<file path="config.mk">
export PLATFORM = sky130hd
export DESIGN_NAME = stack_access_unit
export DESIGN_NICKNAME = d
export VERILOG_FILES = /design/src/rtl/stack_access_unit.sv
export SDC_FILE = /design/constraint.sdc
export NUM_CORES = 1
export LEC_CHECK = 0
export CORE_AREA = 2 2 58 114
export CTS_CLUSTER_DIAMETER = 50
export CTS_CLUSTER_SIZE = 16
export DETAILED_ROUTE_END_ITERATION = 12
export DIE_AREA = 0 0 60 116
export GPL_TIMING_DRIVEN = 0
export PLACE_DENSITY = 0.77
export SLEW_MARGIN = 15
export SYNTH_ARGS = -nofsm -noshare
export SYNTH_HDL_FRONTEND = slang
export SYNTH_SLANG_ARGS = --single-unit
</file>
<file path="constraint.sdc">
create_clock -name clk -period 2 [get_ports clk]
set_input_delay 0.4 -clock clk [delete_from_list [all_inputs] [get_ports clk]]
set_output_delay 0.4 -clock clk [all_outputs]
set_load 0.05 [all_outputs]
</file>
<file path="src/rtl/stack_access_unit.sv">
// Stack bus-cycle sequencer for the 6502 control unit: multi-byte pushes and pulls
// in the stack page, driving the stack pointer's inc/dec strobes alongside each cycle.
module stack_access_unit #(
  parameter logic [7:0] STACK_PAGE = 8'h01
) (
  input  logic        clk,
  input  logic        reset,
  input  logic        start,
  input  logic        op_pull,
  input  logic [1:0]  count,
  input  logic [23:0] push_data,
  input  logic [7:0]  sp_value,
  output logic        sp_inc,
  output logic        sp_dec,
  output logic [15:0] mem_addr,
  output logic [7:0]  mem_wdata,
  output logic        mem_we,
  output logic        mem_req,
  input  logic [7:0]  mem_rdata,
  input  logic        mem_ready,
  output logic        busy,
  output logic        done,
  output logic [23:0] pull_data
);

  typedef enum logic [2:0] {IDLE, PUSH, PULL_INC, PULL_READ, DONE} state_t;

  state_t      state, state_next;
  logic [1:0]  remaining;
  logic [1:0]  total;
  logic [23:0] data_buf;
  logic [1:0]  pull_idx;

  // Highest remaining byte goes out first, so BRK pushes PCH, PCL, P in that order.
  function automatic logic [7:0] push_byte(input logic [23:0] d, input logic [1:0] n);
    case (n)
      2'd3:    push_byte = d[23:16];
      2'd2:    push_byte = d[15:8];
      default: push_byte = d[7:0];
    endcase
  endfunction

  // Pulled bytes fill from the low end: first byte read lands in [7:0].
  assign pull_idx = total - remaining;

  // State, byte counter, latched request and pull result.
  always_ff @(posedge clk) begin
    if (reset) begin
      state     <= IDLE;
      remaining <= 2'd0;
      total     <= 2'd0;
      data_buf  <= 24'h000000;
      pull_data <= 24'h000000;
    end else begin
      state <= state_next;
      case (state)
        IDLE: begin
          if (start) begin
            total     <= count;
            remaining <= count;
            data_buf  <= push_data;
            if (op_pull) begin
              pull_data <= 24'h000000;
            end
          end
        end
        PUSH: begin
          if (mem_ready) begin
            remaining <= remaining - 2'd1;
          end
        end
        PULL_READ: begin
          if (mem_ready) begin
            remaining <= remaining - 2'd1;
            case (pull_idx)
              2'd0:    pull_data[7:0]   <= mem_rdata;
              2'd1:    pull_data[15:8]  <= mem_rdata;
              default: pull_data[23:16] <= mem_rdata;
            endcase
          end
        end
        default: begin
        end
      endcase
    end
  end

  // Next state and bus/strobe outputs; strobes fire on the accepting edge itself.
  always_comb begin
    state_next = state;
    busy       = 1'b0;
    done       = 1'b0;
    mem_req    = 1'b0;
    mem_we     = 1'b0;
    mem_addr   = 16'h0000;
    mem_wdata  = 8'h00;
    sp_inc     = 1'b0;
    sp_dec     = 1'b0;
    case (state)
      IDLE: begin
        if (start) begin
          if (count == 2'd0) begin
            state_next = DONE;
          end else if (op_pull) begin
            state_next = PULL_INC;
          end else begin
            state_next = PUSH;
          end
        end else begin
          state_next = IDLE;
        end
      end
      PUSH: begin
        busy      = 1'b1;
        mem_req   = 1'b1;
        mem_we    = 1'b1;
        mem_addr  = {STACK_PAGE, sp_value};
        mem_wdata = push_byte(data_buf, remaining);
        if (mem_ready) begin
          sp_dec = 1'b1;
          if (remaining == 2'd1) begin
            state_next = DONE;
          end else begin
            state_next = PUSH;
          end
        end else begin
          state_next = PUSH;
        end
      end
      PULL_INC: begin
        busy       = 1'b1;
        sp_inc     = 1'b1;
        state_next = PULL_READ;
      end
      PULL_READ: begin
        busy     = 1'b1;
        mem_req  = 1'b1;
        mem_addr = {STACK_PAGE, sp_value};
        if (mem_ready) begin
          if (remaining == 2'd1) begin
            state_next = DONE;
          end else begin
            sp_inc     = 1'b1;
            state_next = PULL_READ;
          end
        end else begin
          state_next = PULL_READ;
        end
      end
      DONE: begin
        done       = 1'b1;
        state_next = IDLE;
      end
      default: begin
        state_next = IDLE;
      end
    endcase
  end

endmodule

</file>
== Word level (Yosys, flattened, before mapping) ==
Index checks and enable logic that the tools add are counted.
W data, S select, Z words.
Storage, ports and cells
  bits in writable memories: 0
  logic and storage cells: 67
  bits in latches: 0
  memories kept: 0
  register bits: 55
  ROM bits: 0
  output and inout bits: 54
  input port bits: 47
Operators by class
  divide/modulo/power cells: 0
  reductions and logical operators: 13
  shift operators: 0
  bitwise operators: 0
  magnitude comparators: 0
  add/sub/neg operators: 2
  $mul: 0
  multiplexer cells: 30
  equality and inequality tests: 15
Operators with widths (number)
  $mux W24: 3
  $pmux W24 S2: 1
  $mux W8: 4
  $mux W3: 6
  $pmux W8 S2: 1
  $reduce_and A5 Y1: 3
  $pmux W3 S4: 1
  $mux W9: 1
  $mux W1: 8
  $ne A2 B2 Y1 const B: 4
  $eq A3 B2 Y1 const B: 2
  $mux W2: 3
  $ne A2 B1 Y1 const B: 3
  $eq A2 B1 Y1 const B: 2
  $eq A2 B2 Y1 const B: 2
  $logic_not A2 Y1: 2
  $pmux W2 S2: 1
  $reduce_bool A2 Y1: 2
  $reduce_or A2 Y1: 2
  $eq A3 B1 Y1 const B: 1
  $eq A3 B3 Y1 const B: 1
  $logic_not A3 Y1: 1
  $reduce_and A3 Y1: 1
  $reduce_or A3 Y1: 1
  4 further kinds: 4

== Depth between registers and ports, before layout ==
  depth in word-level cells: 6
  gate-level depth with buffers: 6
  depth with buffers taken out: 6

== Worst setup path after synthesis ==
No wires, ideal clock.
  path kind: reg-to-output
  start point: reg remaining[0]
  end point: out mem_wdata[0]
  buffers on the path: 1
  arrival time: 1.994 ns
  path slack: -0.394 ns
  required time: 1.600 ns
  cell stages (with the launch flop): 7
  path through: dfxtp_1 > inv_1 > ha_1 > buf_1 > nor2_1 > nand2_1 > a21oi_1
Between the ends
  longest elaborated chain between the ends: 3
  elaborated cells on any way between the ends: 4
  classes of those cells: eq/ne: 2; mux: 2
RTL lines
  from (decl): line 29  | logic [1:0] remaining;
  from (signal assigned): line 60  | remaining <= count;
  from (signal assigned): line 69  | remaining <= remaining - 2'd1;
  from (signal assigned): line 74  | remaining <= remaining - 2'd1;
  $eq A2 B2 Y1: line 36  | case (n)
  $pmux W8 S2 *: line 36
  $mux W8 *: line 99  | case (state)
  to (decl): line 16  | output logic [7:0] mem_wdata,
Mark *: on every way between the ends. The rest lies on a longest branch, timed or not.

== Final worst setup path ==
  start point: reg remaining[0]
  end point: out mem_wdata[1]
Same word-level chain as after synthesis.

==> key figures <==
Run status
  – Status: complete, no violations

Logic synthesis
  – Synth warn: 0
  – Register bit total from synthesis: 55
  – Syn Inst Count: slightly below 300
  – Ys async rst share: 0%
  – Synth Flop Type: dfxtp_1
  – Top cells by count, synth: nand2_1 (70), dfxtp_1 (55), a21oi_1 (37)
  – Sequential area share after synthesis: between 40% and 50%
  – Synth area leader: dfxtp_1
  – Post-synthesis cell type count: 37
  – Avg Cell Area, Syn: 8.75 µm²
  – Count leader, synth: nand2_1
  – Synth Cell Area: between 0.002 and 0.003 mm²
  – Area contributors post-synth: dfxtp_1 (44%), nand2_1 (10%), a21oi_1 (7.3%)
  – Post-synth EDFFs: 0
  – Yosys top cell area share: 43.5%

STA
  – Pins over their slew limit: 0
  – RSZ-0062 raised after global routing: true
  – Final setup vio count: 0
  – Min Tclk post-route: ~2 ns
  – Fin Clk Skew: slightly above 0.004 ns
  – Maximum clock rate: ~500 MHz
  – Hold Vio Cnt, Final: 0
  – Period Utilization, post-route: between 90% and 100%
  – Slew Limit Headroom: 63.8%
  – Worst-margin pin slew: 0.543 ns

Worst setup path
  – Critical Path Fanout Max: 8
  – Slowest cell on crit path: dfxtp_4
  – CP required: roughly 1.6 ns
  – Flop2flop setup slack: 0.31 ns
  – CP arrival: 1.59 ns
  – Setup crit start kind: flip-flop
  – CP peak stage delay: 0.39 ns
  – Cell repeated most along the worst path: buf_6
  – Critical path, cell by cell: inv_4 > ha_4 > nor2_4 > buf_12 > buf_6 > nand2_4 > a21oi_4 > buf_6
  – Setup CP Type: flip-flop to primary output
  – Crit. End Element: primary output

GRT
  – Initial antenna violation count: 0
  – Overall routing resource usage: around a fifth
  – Vias in the first global route: 2407
  – Remaining Overflow, GRT: 0
  – Largest net degree at the start of global routing: 17
  – First-pass GRT wire length: around 11000 µm

Power and ir drop
  – Pwr dens: between 700 and 800 mW/mm²
  – Peak VDD IR: 456 µV
  – LEAKAGE: about 1.5 nW

Placed design
  – HPWL Detailed: around 5400 µm
  – DP Area: ~0.0036 mm²
  – Placed Cells incl. Taps: between 400 and 500
  – Final GP Congestion: between 0.8 and 0.9
  – IO Port Bufs: slightly above 90

Detailed routing
  – Post-Route WL: between 6000 and 7000 µm
  – Final ANT Viol Nets: 0
  – DRT iter0 DRCs: 86
  – Via density: just under 5
  – Residual DRC count: 0
  – DRT Pass-1 Iters: 4
  – DR WL/cell: 14.2 µm
  – DR vias: 2401

Finish
  – Share of cells above drive strength 1: between 20% and 30%
  – Layout Nets: between 400 and 500
  – Fin cells: between 400 and 500
  – Post-route cell area: ~0.004 mm²
  – Syn-to-layout area delta: 58.6%
  – Ant diodes: 0

Floorplan
  – Core ar.: about 0.0061 mm²
  – Starting density of the core: between 40% and 50%
  – DIE AREA: a little under 0.007 mm²
  – Die Span X: roughly 60 µm
  – Io pins: 101
  – # rows: 40
  – Die H: between 100 and 150 µm

Clocking
  – Clock transition at path regs: roughly 0.070 ns
  – Hold Buf Count CTS: 0
  – Skew-Pair Late Insertion Delay: approximately 0.29 ns
  – Num CTS Buffers: 5
  – Root buffer cell: clkbuf_16
  – TritonCTS clock tree: built
  – Clock buffer depth: 2
  – H-tree level count: 2
  – Clk sinks: 55

Flow run
  – Max-Cap Viols: 0

Worst hold path
  – Tightest Hold Check Type: flip-flop to flip-flop
## layout by cell type, fill, tap and decap left out, drive strengths merged, types with 2 or more instances in the layout
master          n
a21oi          40
clkdlybuf4s15   3
nand2          70
mux2i           9
a22o           16
o211ai          2
clkbuf         17
nand3           3
bufinv          2
buf            43
a211oi          3
a22oi           9
nor2b           2
ha              4
nor3            4
and2            9
conb            7
dfxtp          55
inv             6
nor2            9
nand2b         11
clkdlybuf4s50  70
## metal layers
layer | global-route usage [%] | part of all wire (%)
met2 | 39.9 | 58
met3 | 4.69 | 4.6
met5 | 0 | 0
met4 | 10.1 | 4.0
met1 | 19.0 | 33
## per-stage QoR
step	setup TNS, ns	hold slack, ns	util (%)	setup slack, ns	power [mW]
after CTS	-0.244	0.456	63.9	-0.0987	3.07
after global routing	-0.101	0.473	66.2	-0.0355	3.22
after floorplan	-0.0636	0.436	-	-0.0127	1.69
after global placement	-18.79	0.442	60.2	-0.805	1.93
final	0	0.455	66.2	0.00655	3.10
after detailed placement	-20.51	0.446	60.2	-0.848	1.94
## area by class of cell
cell class	count	area, µm²
Fill cell	499	2050
Multi-Input combinational cell	208	1410
Sequential cell	55	1110
Timing Repair Buffer	104	1020
Buffer	23	161
Clock buffer	6	129
Tap cell	84	105
Clock inverter	2	60.1
Inverter	6	25.0
## path summary, 6_finish.rpt
kind,to,cells after the start,from
worst max-delay path,mem_wdata[1],8,remaining[0]
worst min-delay path,data_buf[12],2,data_buf[12]
worst max register to register,pull_data[3],5,remaining[0]
worst min register to register,data_buf[12],2,data_buf[12]
## kinds of logic after synthesis
logic type               synth area share (%)
buffers and inverters                    7.32
AO/OA/AOI/OAI                            19.4
other                                   0.148
multiplexers                             3.56
AND/OR/NAND/NOR                          23.1
adder cells (fa/ha/maj)                  1.98
flip-flops                               43.5
XOR/XNOR                                0.940
## registers in the layout, indices dropped and copies added, names as in the netlist
| name | flops |
|---|---|
| data_buf | 24 |
| pull_data | 24 |
| state | 3 |
| remaining | 2 |
| total | 2 |
## power by group
| group | leakage [nW] | switching, mW | internal, mW | total, mW |
|---|---|---|---|---|
| sequential | 0.449 | 0.0464 | 1.15 | 1.20 |
| clock | 0.0911 | 0.372 | 0.718 | 1.09 |
| combinational | 0.990 | 0.463 | 0.353 | 0.816 |
| total | 1.53 | 0.881 | 2.22 | 3.10 |
## worst max-delay path, delay by kind of cell, from the launching register on
family	cells	cell delay, ns
flip-flops	1	0.39
buffers and inverters	4	0.46
AND/OR/NAND/NOR	2	0.14
adder cells (fa/ha/maj)	1	0.19
AO/OA/AOI/OAI	1	0.13
## repair_timing
item	4_1_cts	5_1_grt
pin swaps	7	5
gates resized for setup	146	25
hold endpoints to repair	0	0
setup endpoints to repair	23	29
setup buffers	4	7
gates cloned	0	0
Note: power is estimated with default switching activity, not from simulation.
